--- src/rtl/bullcow_pkg.sv ---
// Shared Bulls&Cows types: game state encoding, display glyphs and the frame snapshot.
package bullcow_pkg;

   typedef enum logic [2:0] {
      J1_SETUP = 3'b000,
      J2_SETUP = 3'b001,
      J1_GUESS = 3'b010,
      J2_GUESS = 3'b011,
      END_GAME = 3'b111
   } state_t;

   typedef enum logic [4:0] {
      HEX0 = 5'd0,  HEX1 = 5'd1,  HEX2 = 5'd2,  HEX3 = 5'd3,
      HEX4 = 5'd4,  HEX5 = 5'd5,  HEX6 = 5'd6,  HEX7 = 5'd7,
      HEX8 = 5'd8,  HEX9 = 5'd9,  HEXA = 5'd10, HEXB = 5'd11,
      HEXC = 5'd12, HEXD = 5'd13, HEXE = 5'd14, HEXF = 5'd15,
      G_J = 5'd16, G_P = 5'd17, G_S = 5'd18, G_T = 5'd19,
      G_C_LO = 5'd20, G_DASH = 5'd21, G_BLANK = 5'd22
   } glyph_t;

   // state is kept as raw bits so the unused codes 100/101/110 survive the snapshot
   typedef struct packed {
      logic [2:0] state;
      logic [2:0] bull;
      logic [2:0] cow;
      logic [7:0] p1;
      logic [7:0] p2;
   } frame_t;

   localparam logic [7:0] SEG_OFF = 8'hFF;
   localparam logic [7:0] AN_OFF  = 8'hFF;

   function automatic glyph_t nib_glyph(input logic [3:0] nib);
      return glyph_t'({1'b0, nib});
   endfunction

endpackage

--- src/rtl/bullcow_display_if.sv ---
// Game-core to display bundle: game status inputs plus the multiplexed digit/segment drive.
interface bullcow_display_if;
   logic [2:0] game_state;
   logic [2:0] bull_count;
   logic [2:0] cow_count;
   logic [7:0] J1_points;
   logic [7:0] J2_points;
   logic [7:0] an;
   logic [7:0] seg;

   modport master (
      output game_state, bull_count, cow_count, J1_points, J2_points,
      input  an, seg
   );

   modport slave (
      input  game_state, bull_count, cow_count, J1_points, J2_points,
      output an, seg
   );
endinterface

--- src/rtl/bullcow_display_seg7_glyph.sv ---
// Glyph to active-low {dp,g,f,e,d,c,b,a} segment pattern; the one and only code table.
module seg7_glyph
   import bullcow_pkg::*;
(
   input  glyph_t     glyph_i,
   output logic [7:0] seg_o
);

   // Segment lookup
   always_comb begin
      seg_o = SEG_OFF;
      case (glyph_i)
         HEX0:    seg_o = 8'hC0;
         HEX1:    seg_o = 8'hF9;
         HEX2:    seg_o = 8'hA4;
         HEX3:    seg_o = 8'hB0;
         HEX4:    seg_o = 8'h99;
         HEX5:    seg_o = 8'h92;
         HEX6:    seg_o = 8'h82;
         HEX7:    seg_o = 8'hF8;
         HEX8:    seg_o = 8'h80;
         HEX9:    seg_o = 8'h90;
         HEXA:    seg_o = 8'h88;
         HEXB:    seg_o = 8'h83;
         HEXC:    seg_o = 8'hC6;
         HEXD:    seg_o = 8'hA1;
         HEXE:    seg_o = 8'h86;
         HEXF:    seg_o = 8'h8E;
         G_J:     seg_o = 8'hE1;
         G_P:     seg_o = 8'h8C;
         G_S:     seg_o = 8'h92;
         G_T:     seg_o = 8'h87;
         G_C_LO:  seg_o = 8'hA7;
         G_DASH:  seg_o = 8'hBF;
         G_BLANK: seg_o = SEG_OFF;
         default: seg_o = SEG_OFF;
      endcase
   end

endmodule

--- src/rtl/bullcow_display.sv ---
// 8-digit multiplexed 7-segment driver for the Bulls&Cows core: per-state messages,
// frame-atomic input snapshot and a blinking score screen at game end.
module bullcow_display
   import bullcow_pkg::*;
#(
   parameter int unsigned SCAN_DIV  = 100_000,
   parameter int unsigned BLINK_DIV = 25_000_000
) (
   input logic             clock,
   input logic             reset,
   bullcow_display_if.slave bus
);

   localparam int unsigned SCAN_W  = $clog2(SCAN_DIV);
   localparam int unsigned BLINK_W = $clog2(BLINK_DIV);
   localparam logic [SCAN_W-1:0]  SCAN_LAST  = SCAN_W'(SCAN_DIV - 1);
   localparam logic [BLINK_W-1:0] BLINK_LAST = BLINK_W'(BLINK_DIV - 1);

   logic [SCAN_W-1:0]  prescaler_q, prescaler_d;
   logic [2:0]         idx_q, idx_d;
   frame_t             frame_q, frame_d;
   logic               frame_vld_q, frame_vld_d;
   logic               lit_q, lit_d;
   logic [BLINK_W-1:0] blink_cnt_q, blink_cnt_d;
   logic               blink_on_q, blink_on_d;
   logic [7:0]         an_q, an_d;
   logic [7:0]         seg_q, seg_d;

   logic   tick_s, snap_s, end_s, dark_s;
   glyph_t glyph_s, player_s;
   logic [7:0] glyph_seg_s;

   // Scan timing, frame snapshot, blink control and output next-state
   always_comb begin
      tick_s      = (prescaler_q == SCAN_LAST);
      snap_s      = tick_s && (idx_q == 3'd7);
      prescaler_d = tick_s ? '0 : prescaler_q + 1'b1;
      idx_d       = tick_s ? idx_q + 3'd1 : idx_q;
      lit_d       = tick_s ? 1'b1 : lit_q;
      frame_d     = frame_q;
      frame_vld_d = frame_vld_q;
      if (snap_s) begin
         frame_d     = {bus.game_state, bus.bull_count, bus.cow_count,
                        bus.J1_points, bus.J2_points};
         frame_vld_d = 1'b1;
      end else begin
         frame_d     = frame_q;
         frame_vld_d = frame_vld_q;
      end

      end_s       = frame_vld_q && (frame_q.state == END_GAME);
      blink_cnt_d = blink_cnt_q;
      blink_on_d  = blink_on_q;
      if (!end_s) begin
         blink_cnt_d = '0;
         blink_on_d  = 1'b1;
      end else if (blink_cnt_q == BLINK_LAST) begin
         blink_cnt_d = '0;
         blink_on_d  = ~blink_on_q;
      end else begin
         blink_cnt_d = blink_cnt_q + 1'b1;
      end

      // the blink phase only matters while the shown frame is the score screen
      dark_s = !lit_q || (end_s && !blink_on_q);
      an_d   = dark_s ? AN_OFF  : ~(8'b0000_0001 << idx_q);
      seg_d  = dark_s ? SEG_OFF : glyph_seg_s;
   end

   // Glyph selection for the digit currently scanned
   always_comb begin
      glyph_s  = G_BLANK;
      player_s = frame_q.state[0] ? HEX2 : HEX1;
      if (!frame_vld_q) begin
         glyph_s = G_BLANK;
      end else begin
         case (frame_q.state)
            J1_SETUP, J2_SETUP: begin
               case (idx_q)
                  3'd7:    glyph_s = G_J;
                  3'd6:    glyph_s = player_s;
                  3'd3:    glyph_s = G_S;
                  3'd2:    glyph_s = HEXE;
                  3'd1:    glyph_s = G_T;
                  default: glyph_s = G_BLANK;
               endcase
            end
            J1_GUESS, J2_GUESS: begin
               case (idx_q)
                  3'd7:    glyph_s = G_J;
                  3'd6:    glyph_s = player_s;
                  3'd4:    glyph_s = HEXB;
                  3'd3:    glyph_s = nib_glyph({1'b0, frame_q.bull});
                  3'd1:    glyph_s = G_C_LO;
                  3'd0:    glyph_s = nib_glyph({1'b0, frame_q.cow});
                  default: glyph_s = G_BLANK;
               endcase
            end
            END_GAME: begin
               case (idx_q)
                  3'd7:    glyph_s = G_P;
                  3'd6:    glyph_s = HEX1;
                  3'd5:    glyph_s = nib_glyph(frame_q.p1[7:4]);
                  3'd4:    glyph_s = nib_glyph(frame_q.p1[3:0]);
                  3'd3:    glyph_s = G_P;
                  3'd2:    glyph_s = HEX2;
                  3'd1:    glyph_s = nib_glyph(frame_q.p2[7:4]);
                  3'd0:    glyph_s = nib_glyph(frame_q.p2[3:0]);
                  default: glyph_s = G_BLANK;
               endcase
            end
            default: glyph_s = G_DASH;
         endcase
      end
   end

   seg7_glyph u_glyph (
      .glyph_i (glyph_s),
      .seg_o   (glyph_seg_s)
   );

   // State and output registers
   always_ff @(posedge clock or posedge reset) begin
      if (reset) begin
         prescaler_q <= '0;
         idx_q       <= 3'd0;
         frame_q     <= '0;
         frame_vld_q <= 1'b0;
         lit_q       <= 1'b0;
         blink_cnt_q <= '0;
         blink_on_q  <= 1'b1;
         an_q        <= AN_OFF;
         seg_q       <= SEG_OFF;
      end else begin
         prescaler_q <= prescaler_d;
         idx_q       <= idx_d;
         frame_q     <= frame_d;
         frame_vld_q <= frame_vld_d;
         lit_q       <= lit_d;
         blink_cnt_q <= blink_cnt_d;
         blink_on_q  <= blink_on_d;
         an_q        <= an_d;
         seg_q       <= seg_d;
      end
   end

   assign bus.an  = an_q;
   assign bus.seg = seg_q;

endmodule

--- src/flat_wrapper.sv ---
// flat-port wrapper written by rule: the top's interface ports become plain ports
module bullcow_display_flat import bullcow_pkg::*;
#(
   parameter int unsigned SCAN_DIV  = 100_000,
   parameter int unsigned BLINK_DIV = 25_000_000
)
  (clock, reset, bus_game_state, bus_bull_count, bus_cow_count, bus_J1_points, bus_J2_points, bus_an, bus_seg);
  bullcow_display_if bus_i ();
  input logic clock;
  input logic reset;
  input wire logic [$bits(bus_i.game_state)-1:0] bus_game_state;
  input wire logic [$bits(bus_i.bull_count)-1:0] bus_bull_count;
  input wire logic [$bits(bus_i.cow_count)-1:0] bus_cow_count;
  input wire logic [$bits(bus_i.J1_points)-1:0] bus_J1_points;
  input wire logic [$bits(bus_i.J2_points)-1:0] bus_J2_points;
  output wire logic [$bits(bus_i.an)-1:0] bus_an;
  output wire logic [$bits(bus_i.seg)-1:0] bus_seg;
  assign bus_i.game_state = bus_game_state;
  assign bus_i.bull_count = bus_bull_count;
  assign bus_i.cow_count = bus_cow_count;
  assign bus_i.J1_points = bus_J1_points;
  assign bus_i.J2_points = bus_J2_points;
  assign bus_an = bus_i.an;
  assign bus_seg = bus_i.seg;
  bullcow_display #(.SCAN_DIV(SCAN_DIV), .BLINK_DIV(BLINK_DIV)) u_core (.clock(clock), .reset(reset), .bus(bus_i));
endmodule
--- config.mk ---
export PLATFORM = sky130hd
export DESIGN_NAME = bullcow_display_flat
export DESIGN_NICKNAME = d
export VERILOG_FILES = /design/src/rtl/bullcow_pkg.sv /design/src/rtl/bullcow_display_if.sv /design/src/rtl/bullcow_display_seg7_glyph.sv /design/src/rtl/bullcow_display.sv /design/src/flat_wrapper.sv
export SDC_FILE = /design/constraint.sdc
export NUM_CORES = 1
export LEC_CHECK = 0
export ABC_CLOCK_PERIOD_IN_PS = 3750
export CORE_ASPECT_RATIO = 1.25
export CORE_MARGIN = 1
export CORE_UTILIZATION = 40
export DETAILED_ROUTE_END_ITERATION = 6
export GPL_ROUTABILITY_DRIVEN = 0
export PLACE_DENSITY_LB_ADDON = 0.3
export SETUP_SLACK_MARGIN = 0.3
export SLEW_MARGIN = 20
export SYNTH_ARGS = -nofsm -noshare
export SYNTH_HDL_FRONTEND = slang
export SYNTH_SLANG_ARGS = --single-unit
--- constraint.sdc ---
create_clock -name clock -period 3.75 [get_ports clock]
set_input_delay 0.75 -clock clock [delete_from_list [all_inputs] [get_ports clock]]
set_output_delay 0.75 -clock clock [all_outputs]
set_load 0.02 [all_outputs]
# Word level (Yosys, flattened, before mapping)
# Memories as Yosys holds them, arrays and structs flattened.
# Cells that the tools add are included.
[op_classes]
n_addsub = 3
multipliers = 0
div = 0
order_cmp = 0
n_eq_ne = 14
shifts = 1
mux = 13
bitwise_logic = 2
n_reduce_logical = 11
[op_table]
columns = ["operator", "n"]
rows = [
  ["25-bit two-way mux", 2],
  ["5-bit one-hot mux with 7 select lines", 1],
  ["5-bit one-hot mux with 6 select lines", 1],
  ["25-bit by 1-bit adder with 25-bit output (second input constant)", 1],
  ["25-bit equality test (second input constant)", 1],
  ["5-bit one-hot mux with 5 select lines", 1],
  ["17-bit by 1-bit adder with 17-bit output (second input constant)", 1],
  ["17-bit equality test (second input constant)", 1],
  ["17-bit two-way mux", 1],
  ["8-bit two-way mux", 2],
  ["3-bit equality test (second input constant)", 5],
  ["5-bit one-hot mux with 3 select lines", 1],
  ["3-bit by 2-bit equality test with 1-bit output (second input constant)", 4],
  ["8-bit NOT", 1],
  ["1-bit by 3-bit << shifter with 8-bit output (first input constant)", 1],
  ["3-bit by 1-bit equality test with 1-bit output (second input constant)", 2],
  ["3-bit zero test", 2],
  ["2-bit OR reduction", 3],
  ["5-bit two-way mux", 1],
  ["3-bit by 1-bit adder with 3-bit output (second input constant)", 1],
  ["1-bit logical AND", 3],
  ["1-bit zero test", 2],
  ["1-bit two-way mux", 2],
  ["2-bit two-way mux", 1],
  ["3 further kinds", 3],
]
[word_totals]
reg_bits = 89
latch_bits = 0
mem_bits_rw = 0
rom_bits = 224
inputBits = 27
out_inout_bits = 16
wordCells = 58
n_memories = 1
[mem_list]
columns = ["name", "depth", "word_bits", "rd", "rd_clocked_by_memory_dff", "write_ports", "line", "rtl"]
rows = [
  ["(no name shown)", 32, 7, 1, 0, 0, "bullcow_display_seg7_glyph.sv:12", "case (glyph_i)"],
]

# Logic depth before layout (Yosys ltp)
# Gate-level depths: netlist (run 1).
# An unclocked memory read counts as a cell.
[logic_depth]
depth_word = 7
ltp_mapped = 15
depth_no_buf = 13

# Hierarchy
# From an unflattened synthesis (run 1), not the netlist that was laid out.
[hier_totals]
hier_cells = 459
hier_area_um2 = 4807.1
[by_module_without_submodules]
columns = ["module", "instances", "cells_per_inst", "area_per_inst_um2", "seq_area_each_um2"]
rows = [
  ["bullcow_display", 1, 399, 4370.4, 2248.4],
  ["seg7_glyph", 1, 60, 436.7, 0.0],
]

# Worst setup path before layout (run 1)
# OpenSTA, ideal clock, no wires.
[synth_timing]
path_type = "reg-to-reg"
from = "register u_core.idx_q[0]"
to = "register u_core.seg_q[3], in the netlist u_core.bus.seg[3]"
setup_ns = 0.093
arrival_ns = 2.875
required_time_ns = 3.657
path_slack_ns = 0.782
stages_incl_launch_ff = 14
path_buffers = 1
cell_sequence = "dfrtp_1 ha_1 ha_1 buf_6 or3b_1 a221oi_2 a221oi_1 nor3_2 nor2_1 inv_1 ha_1 mux2_1 o22ai_1 o21ai_1"
[synth_between]
elab_chain_len = 7
elab_cells_between_ends = 16
[synth_lines]
columns = ["item", "line", "rtl"]
rows = [
  ["start, declared", "bullcow_display.sv:20", "logic [2:0] idx_q, idx_d;"],
  ["start signal, assigned", "bullcow_display.sv:136", "idx_q <= idx_d;"],
  ["3-bit by 2-bit equality test with 1-bit output or 3-bit equality test (tied branches)", "bullcow_display.sv:79, bullcow_display.sv:89, bullcow_display.sv:100", ""],
  ["2-bit OR reduction (no source line)", "-", ""],
  ["5-bit one-hot mux with 7 select lines", "bullcow_display.sv:100", "case (idx_q)"],
  ["5-bit one-hot mux with 3 select lines *", "bullcow_display.sv:77", "case (frame_q.state)"],
  ["5-bit two-way mux *", "bullcow_display.sv:74", "if (!frame_vld_q) begin"],
  ["memory read 32 x 7 bit *", "-", ""],
  ["8-bit two-way mux *", "bullcow_display.sv:67", "seg_d = dark_s ? SEG_OFF : glyph_seg_s;"],
  ["named net u_core.seg_d[3]", "bullcow_display.sv:27", "logic [7:0] seg_q, seg_d;"],
  ["end signal, assigned", "bullcow_display.sv:143", "seg_q <= seg_d;"],
  ["end, declared", "bullcow_display.sv:27", ""],
]
# Mark *: on every way through the listed nets, which the timed path passes. The rest lies on a longest branch.
# A chain may end at the register's enable or synchronous reset.

# Final worst setup path (run 1)
# Ends and elaborated chain as after synthesis.

==> results.cfg, run 1 <==
[status]
status = complete, but fails checks
violations = DRC

[die]
core_um2 = 11140
start_util_pct = 41.37
die-area_um2 = 11950
row_count = 43
ios = 43
fp.dieH_um = 122.0
die_x_um = 97.99

[timing]
finalHoldViolCount = 0
period_share_pct = 85.26
setup_ws_ns = 0.5528
fin_skew_ns = 0.005095
rsz0062_at_grt = false
tightest_slew_ns = 0.7931
setup_viol = 0
max_slew_margin_pct = 47.13
fmax_mhz = 312.8
fin_setup_tns_ns = 0
fin_crit_ns = 3.197
report.final.slew_viol_count = 0
fin_hold_ws_ns = 0.4849

[drt]
avgRoutedWirePerCell_um = 15.18
drt-total-wl_um = 9352
ant_nets = 0
drtIter0Drc = 145
dr.pass1.iters = 7
via_per_inst = 5.373
vias = 3310
drcViolationCount = 5

[synth]
synthArstFlopShare_pct = 100.0
syn_area_um2 = 4607
synthCells = 441
synth_edf_count = 0
ys.flop_type = dfrtp_1
syn_avg_cell_area_um2 = 10.45
ys_ff_latch = 88
syn_nets = 483
synth.distinct_cells = 61
ys_seq_area_share_pct = 48.23
yosysWarnings = 0

[global_route]
antenna_found_initial = 0
grt_pass1_vias = 3385
grt_pass1_wl_um = 15700
grt.overflow.total = 0
grtUsageTotal_pct = 16.73
grt_max_degree = 46

[clock_network]
root_buffer = clkbuf_16
insertion_delay_ns = 0.34
clock_path_buffers = 2
clock-sinks = 88
cts_max_level = 3
cts_tree = built
numCtsBuffers = 9
hold_buffers = 0
clkTransAtPathRegs_ns = 0.06

[finish]
stdcell_count = 616
postLayoutCellArea_um2 = 5498
fin_nets = 518
n_antenna_cell = 0
drive_gt1_share_pct = 17.26
final_cell_mix = 72 x dfrtp_1, 48 x nor2_1, 41 x clkdlybuf4s50_1
final_common_cell = dfrtp_1
syn_to_final_growth_pct = 19.34
final_util_pct = 49.37

[power]
p_int_mw = 1.697
total_power_mw = 2.095
vdd_drop_max_uv = 188.8
p_comb_share_pct = 2.4
power_density_nw_per_um2 = 381.0
p_seq_share_pct = 45.4
clkPwrFrac_pct = 52.3
switching_share_pct = 19.01
switchingPower_uw = 398.1
power.static_leakage_nw = 2.393

[critical_path]
cp_max_fo = 9
critical_path.cell_chain = inv_1 > ha_1 > o2bb2ai_1 > o31ai_1 > a211oi_1 > o311ai_4 > inv_1 > ha_1 > or3_1 > a31oi_1 > o21ai_1
crit_path_end_kind = flip-flop
cpPeakStageDelay_ns = 0.45
required_ns = 4.00
worstSetupStartpointType = flip-flop
arrival_ns = 3.45
cp_slowest_cell = dfrtp_1
r2r_slack_ns = 0.55
crit_type = reg -> reg

[job]
max_cap_violations = 0

[place]
place_inst = 599
pre_cts_ws_ns = 0.4396
place_area_um2 = 5107
dp_hpwl_um = 6510
portBuffers = 41

[worst_hold_path]
hold_path.class = reg -> reg
logic make-up (layout without fill, tap and decap cells):
group	after synthesis	count (layout)	share of synthesized area, %
other cells	1	1	0.08140
simple gates	168	168	18.28
compound gates	61	61	9.370
flops	88	88	48.23
xor+xnor	40	40	7.605
buf+inv	34	74	4.074
mux	34	34	8.283
fa+ha+maj	15	15	4.074
power groups by stage:
stage	logic, mW	clock network, mW	registers (mW)
2_1_floorplan	0.0155	0	0.967
3_3_place_gp	0.0512	0	0.967
3_5_place_dp	0.0518	0	0.967
4_1_cts	0.0519	1.12	0.950
5_1_grt	0.0559	1.16	0.949
6_report	0.0500	1.09	0.950
Yosys cell counts (7+ instances only):
cell	n	area (um2)
dfrtp_1	72	1802
nor2_1	48	180.2
nand2_1	32	120.1
mux2_2	28	315.3
nand3_1	27	135.1
xor2_1	25	219.0
dfstp_2	16	420.4
ha_1	15	187.7
o21ai_0	15	75.07
xnor2_1	15	131.4
and3_1	13	81.33
a21oi_1	11	55.05
buf_2	9	45.04
inv_1	9	33.78
nor2b_1	9	56.30
clkbuf_1	7	26.28
timing repair:
action,4_1_cts,5_1_grt
endpoints found under the setup margin,0,2
resized for setup,0,3
buffers inserted,0,1
area by class of cell:
type	instances	area (um2)
Clock buffer	9	225.2
Clock inverter	7	142.6
Fill cell	992	5639
Inverter	10	38.79
Multi-Input combinational cell	319	2212
Sequential cell	88	2222
Tap cell	135	168.9
Timing Repair Buffer	48	488.0
flip-flops by register name, summed over array words and instances, names as in the netlist:
register	cells
u_core.frame_q	25
u_core.bus.an	8
u_core.blink_on_q	1
u_core.lit_q	1
u_core.prescaler_q	17
u_core.idx_q	3
u_core.bus.seg	7
u_core.frame_vld_q	1
u_core.blink_cnt_q	25
metal layers:
metal	share of wire (%)	track usage, %	routed length [um]
met1	44	20.30	4098
met4	3.0	9.848	284
met3	3.2	2.811	299
met5	0	0	0
met2	50	28.08	4669
critical path, delay by kind of cell (launching register included):
kind                       cells  cell delay, ns
buffers and inverters          2            0.29
adders and majority gates      2            0.65
and+or+nand+nor                1            0.38
DFF                            1            0.45
AOI/OAI and AO/OA              6            1.34
path summary, 6_finish.rpt:
path | end | start | cells after the start
min | u_core.blink_cnt_q[0] | u_core.blink_cnt_q[0] | 1
min reg2reg | u_core.blink_cnt_q[0] | u_core.blink_cnt_q[0] | 1
max | u_core.bus.seg[3] | u_core.idx_q[0] | 11
min in group asynchronous | u_core.prescaler_q[10] | reset | 2
max reg2reg | u_core.bus.seg[3] | u_core.idx_q[0] | 11
max in group asynchronous | u_core.bus.an[7] | reset | 3
Power figures use the tool's default switching activity.
==> inputs of run 2 (changes only) <==
--- a/config.mk
+++ b/config.mk
@@ -6,7 +6,6 @@
 export NUM_CORES = 1
 export LEC_CHECK = 0
 export ABC_CLOCK_PERIOD_IN_PS = 3750
-export CORE_ASPECT_RATIO = 1.25
 export CORE_MARGIN = 1
 export CORE_UTILIZATION = 40
 export DETAILED_ROUTE_END_ITERATION = 6
==> results.cfg, run 2 (synthesis gave the netlist of run 1 again) <==
[status]
status = finished clean

[critical_path]
worstRegToRegCells = 12
rr_endpoint = u_core.bus.seg[3]
required_ns = 4.00
crit_path_end_kind = flip-flop
arrival_ns = 3.44
timing.rr.start = u_core.idx_q[0]
r2r_slack_ns = 0.56
crit_type = reg -> reg
cp_max_fo = 10
worstSetupStartpointType = flip-flop

[worst_hold_path]
worstHoldStart = u_core.prescaler_q[0]
hold-path-endpoint = u_core.prescaler_q[0]
whs_path_depth = 1
hold_path.class = reg -> reg

[drt]
avgRoutedWirePerCell_um = 14.79
ant_nets = 0
drtIter0Drc = 170
drcViolationCount = 0
dr.pass1.iters = 4
drt-total-wl_um = 9201
via_per_inst = 5.275
vias = 3281

[place]
dp_hpwl_um = 6574
portBuffers = 41

[finish]
largestRegisters = u_core.blink_cnt_q x25, u_core.frame_q x25, u_core.prescaler_q x17
syn_to_final_growth_pct = 17.06
final_cell_mix = 72 x dfrtp_1, 48 x nor2_1, 41 x clkdlybuf4s50_1
drive_gt1_share_pct = 17.22
final_common_cell = dfrtp_1
n_antenna_cell = 0
fin_nets = 519

[die]
die-area_um2 = 11950
core_um2 = 11030
ios = 43
die_x_um = 109.3
row_count = 38
start_util_pct = 41.76
fp.dieH_um = 109.3

[timing]
report.final.slew_viol_count = 0
fin_hold_ws_ns = 0.4880
rsz0062_at_grt = false
finalHoldViolCount = 0
fin_skew_ns = 0.007718
max_slew_margin_pct = 54.91
fin_setup_tns_ns = 0
setup_viol = 0
fmax_mhz = 313.3
tightest_slew_ns = 0.6756
fin_crit_ns = 3.192
period_share_pct = 85.11

[clock_network]
numCtsBuffers = 9
clock_path_buffers = 2
cts_setup_buffers = 0
insertion_delay_ns = 0.34
hold_buffers = 0
clock-sinks = 88
clkTransAtPathRegs_ns = 0.06
cts_max_level = 3
root_buffer = clkbuf_16
cts_tree = built
cts_resized = 0

[global_route]
grt_pass1_vias = 3286
grt_max_degree = 39
grtUsageTotal_pct = 17.27
grt.overflow.total = 0
antenna_found_initial = 0
grt_pass1_wl_um = 15730

[job]
max_cap_violations = 0

[power]
vdd_drop_max_uv = 194.1
power_density_nw_per_um2 = 338.4
power.static_leakage_nw = 2.335
==> run 2: cell count changes in the layout (fill, tap and decap cells not counted), sizes merged <==
cell and delta:
bufinv -4, clkinvlp +3, clkbuf +1, buf +1
==> run 2: final cells by class <==
cell class / count / area, um2
clock buffer: 10 / 229.0
clock inverter: 6 / 45.04
fill: 1011 / 5638
inverter: 10 / 38.79
multi-input combinational: 319 / 2212
sequential: 88 / 2222
tap: 140 / 175.2
timing repair buffer: 49 / 470.5
==> run 2: worst max path at each step <==
stage,cells after the start,start,slack [ns],end
6_report,12,u_core.idx_q[0],0.56,u_core.bus.seg[3]
5_1_grt,11,u_core.idx_q[0],0.32,u_core.bus.seg[3]
4_1_cts,11,u_core.idx_q[0],0.41,u_core.bus.seg[3]
3_5_place_dp,12,u_core.idx_q[0],0.49,u_core.bus.seg[3]
3_3_place_gp,10,u_core.idx_q[0],0.60,u_core.bus.seg[3]
2_1_floorplan,1,reset,0.75,u_core.blink_cnt_q[0]
==> run 2: through the flow <==
step / power (mW) / cell area (um2) / utilization (%) / setup WS [ns] / std cells
6_report: 1.825 / 5393 / 48.89 / 0.5584 / 622
2_1_floorplan: 0.9827 / 4607 / - / 0.7479 / 441
3_5_place_dp: 1.018 / 5104 / 46.27 / 0.4917 / 606
3_3_place_gp: 1.018 / 5104 / 46.27 / 0.5993 / 606
5_1_grt: 1.898 / 5393 / 48.89 / 0.3155 / 622
4_1_cts: 1.849 / 5378 / 48.75 / 0.4137 / 622
==> run 2: power by group <==
part	switching (mW)	total, mW	internal [mW]	leakage (nW)
logic	0.0236	0.0488	0.0251	1.06
clock network	0.375	0.826	0.451	0.125
registers	0	0.950	0.950	1.16
total	0.398	1.82	1.43	2.34
==> run 2: critical path, stage by stage (launching register included) <==
cell and delay [ns]:
dfrtp_1 0.44, ha_1 0.28, ha_2 0.26, or3b_1 0.40, a221oi_2 0.18, a221oi_1 0.12, nor3_2 0.30, nor2_1 0.15
inv_1 0.16, ha_1 0.28, mux2_1 0.31, o22ai_1 0.14, o21ai_1 0.09
==> run 2: routing by layer <==
| metal | part of all wire, % | track usage, % | wire length [um] |
|---|---|---|---|
| met1 | 47 | 22.78 | 4306 |
| met2 | 48 | 27.27 | 4421 |
| met3 | 3.3 | 3.675 | 301 |
| met4 | 1.9 | 7.810 | 172 |
| met5 | 0 | 0 | 0 |
==> inputs of run 3 (changes only) <==
--- a/config.mk
+++ b/config.mk
@@ -5,7 +5,7 @@
 export SDC_FILE = /design/constraint.sdc
 export NUM_CORES = 1
 export LEC_CHECK = 0
-export ABC_CLOCK_PERIOD_IN_PS = 3750
+export ABC_CLOCK_PERIOD_IN_PS = 3950
 export CORE_MARGIN = 1
 export CORE_UTILIZATION = 40
 export DETAILED_ROUTE_END_ITERATION = 6
==> constraint.sdc (replaced) <==
create_clock -name clock -period 3.95 [get_ports clock]
set_input_delay 0.79 -clock clock [delete_from_list [all_inputs] [get_ports clock]]
set_output_delay 0.79 -clock clock [all_outputs]
set_load 0.02 [all_outputs]
==> results.cfg, run 3 (synthesis gave the netlist of run 1 again) <==
[finish]
final.fill_count = 1006
largestRegisters = u_core.blink_cnt_q x25, u_core.frame_q x25, u_core.prescaler_q x17
stdcell_count = 620
final_cell_mix = 72 x dfrtp_1, 48 x nor2_1, 41 x clkdlybuf4s50_1
fin_nets = 518
final_common_cell = dfrtp_1
seq_area_um2 = 2222
multi_input_area_um2 = 2207
n_antenna_cell = 0
syn_to_final_growth_pct = 18.82
drive_gt1_share_pct = 16.67

[critical_path]
arrival_ns = 3.59
crit_type = reg -> reg
required_ns = 4.20
crit_path_end_kind = flip-flop
worstRegToRegCells = 12
cp_max_fo = 10
worstSetupStartpointType = flip-flop

[timing]
finalHoldViolCount = 0
report.final.slew_viol_count = 0
tightest_slew_ns = 0.6690
fmax_mhz = 299.3
fin_skew_ns = 0.009146
period_share_pct = 84.60
max_slew_margin_pct = 54.93
rsz0062_at_grt = false
setup_viol = 0
fin_setup_tns_ns = 0
fin_crit_ns = 3.342

[drt]
drcViolationCount = 0
ant_nets = 0
drtIter0Drc = 206
via_per_inst = 5.244
avgRoutedWirePerCell_um = 14.92
vias = 3251
dr.pass1.iters = 5
drt-total-wl_um = 9253

[power]
power.static_leakage_nw = 2.388
vdd_drop_max_uv = 238.2
switching_share_pct = 18.24
power_density_nw_per_um2 = 362.5
clkPwrFrac_pct = 52.2
switchingPower_uw = 362.0
p_seq_share_pct = 45.5
p_comb_share_pct = 2.4
p_int_mw = 1.623

[clock_network]
root_buffer = clkbuf_16
cts_max_level = 3
cts_setup_buffers = 0
insertion_delay_ns = 0.34
clkTransAtPathRegs_ns = 0.06
clock-sinks = 88
numCtsBuffers = 9
clock_path_buffers = 2
cts_tree = built

[global_route]
grt_max_degree = 35
grt_pass1_wl_um = 15860
grt_pass1_vias = 3297
antenna_found_initial = 0
grt.overflow.total = 0
grtUsageTotal_pct = 17.49

[die]
ios = 43
row_count = 38
fp.dieH_um = 109.3
core_um2 = 11030
die_x_um = 109.3
die-area_um2 = 11950
start_util_pct = 41.76

[place]
dp_hpwl_um = 6548
place_inst = 605
portBuffers = 41

[status]
status = finished clean

[worst_hold_path]
whs_path_depth = 1
hold_path.class = reg -> reg

[job]
max_cap_violations = 0
-- run 3: cell count changes in the layout (fill, tap and decap cells not counted), sizes merged --
cell      before  now
buf            8    7
bufinv         0    4
clkinv         3    2
clkinvlp       3    0
inv           10    9
-- run 3: cell type report --
cell class | instances | share of cell area, %
clock inverters | 5 | 2.354
multi-input cells | 319 | 40.32
clock buffers | 10 | 4.366
flip-flops and latches | 88 | 40.59
repair buffers | 48 | 8.457
well taps | 140 | 3.200
inverters | 10 | 0.7086
-- run 3: final timing paths --
check                                      startpoint                    end  slack [ns]
worst max-delay path                  u_core.idx_q[0]      u_core.bus.seg[3]        0.61
worst min-delay path            u_core.prescaler_q[0]  u_core.prescaler_q[0]        0.47
worst max register to register        u_core.idx_q[0]      u_core.bus.seg[3]        0.61
worst min register to register  u_core.prescaler_q[0]  u_core.prescaler_q[0]        0.47
max in group asynchronous                       reset       u_core.bus.an[3]        2.30
min in group asynchronous                       reset  u_core.blink_cnt_q[2]        0.82
-- run 3: power groups by stage --
stage	Combinational (mW)	Clock (mW)	Sequential [mW]
after floorplan	0.0148	0	0.918
after global routing	0.0524	1.10	0.901
after detailed placement	0.0490	0	0.918
after CTS	0.0490	1.06	0.902
after global placement	0.0484	0	0.918
final	0.0471	1.04	0.902
-- run 3: through the flow --
stage                     util (%)  total power, mW  instance area (um2)  hold WS, ns  setup WS (ns)
after floorplan                  -           0.9329                 4607       0.4474         0.9079
after global placement       46.20           0.9665                 5096       0.4692         0.7721
after detailed placement     46.20           0.9672                 5096       0.4719         0.6211
after CTS                    49.53            2.013                 5464       0.4802         0.5754
after global routing         49.63            2.058                 5474       0.5149         0.3582
final                        49.63            1.985                 5474       0.4740         0.6084
-- run 3: worst max-delay path, stage by stage, from the launching register on --
cell      delay (ns)
dfrtp_1         0.44
ha_1            0.28
ha_1            0.32
or3b_1          0.42
a221oi_2        0.18
a221oi_1        0.13
nor3_2          0.33
nor2_1          0.15
inv_1           0.15
ha_1            0.28
mux2_1          0.32
o22ai_1         0.15
o21ai_1         0.09
-- run 3: per-layer routing --
layer / wire length [um] / global-route usage [%] / vias up
met5: 0 / 0 / -
met4: 110 / 7.333 / 0
met3: 336 / 4.683 / 10
met2: 4451 / 26.95 / 56
met1: 4354 / 23.26 / 1578
li1: - / - / 1607
-- run 3: timing repair --
item                                    CTS  global route
hold buffers                              0             0
endpoints found under the setup margin    0             1
gates resized for setup                   0             1
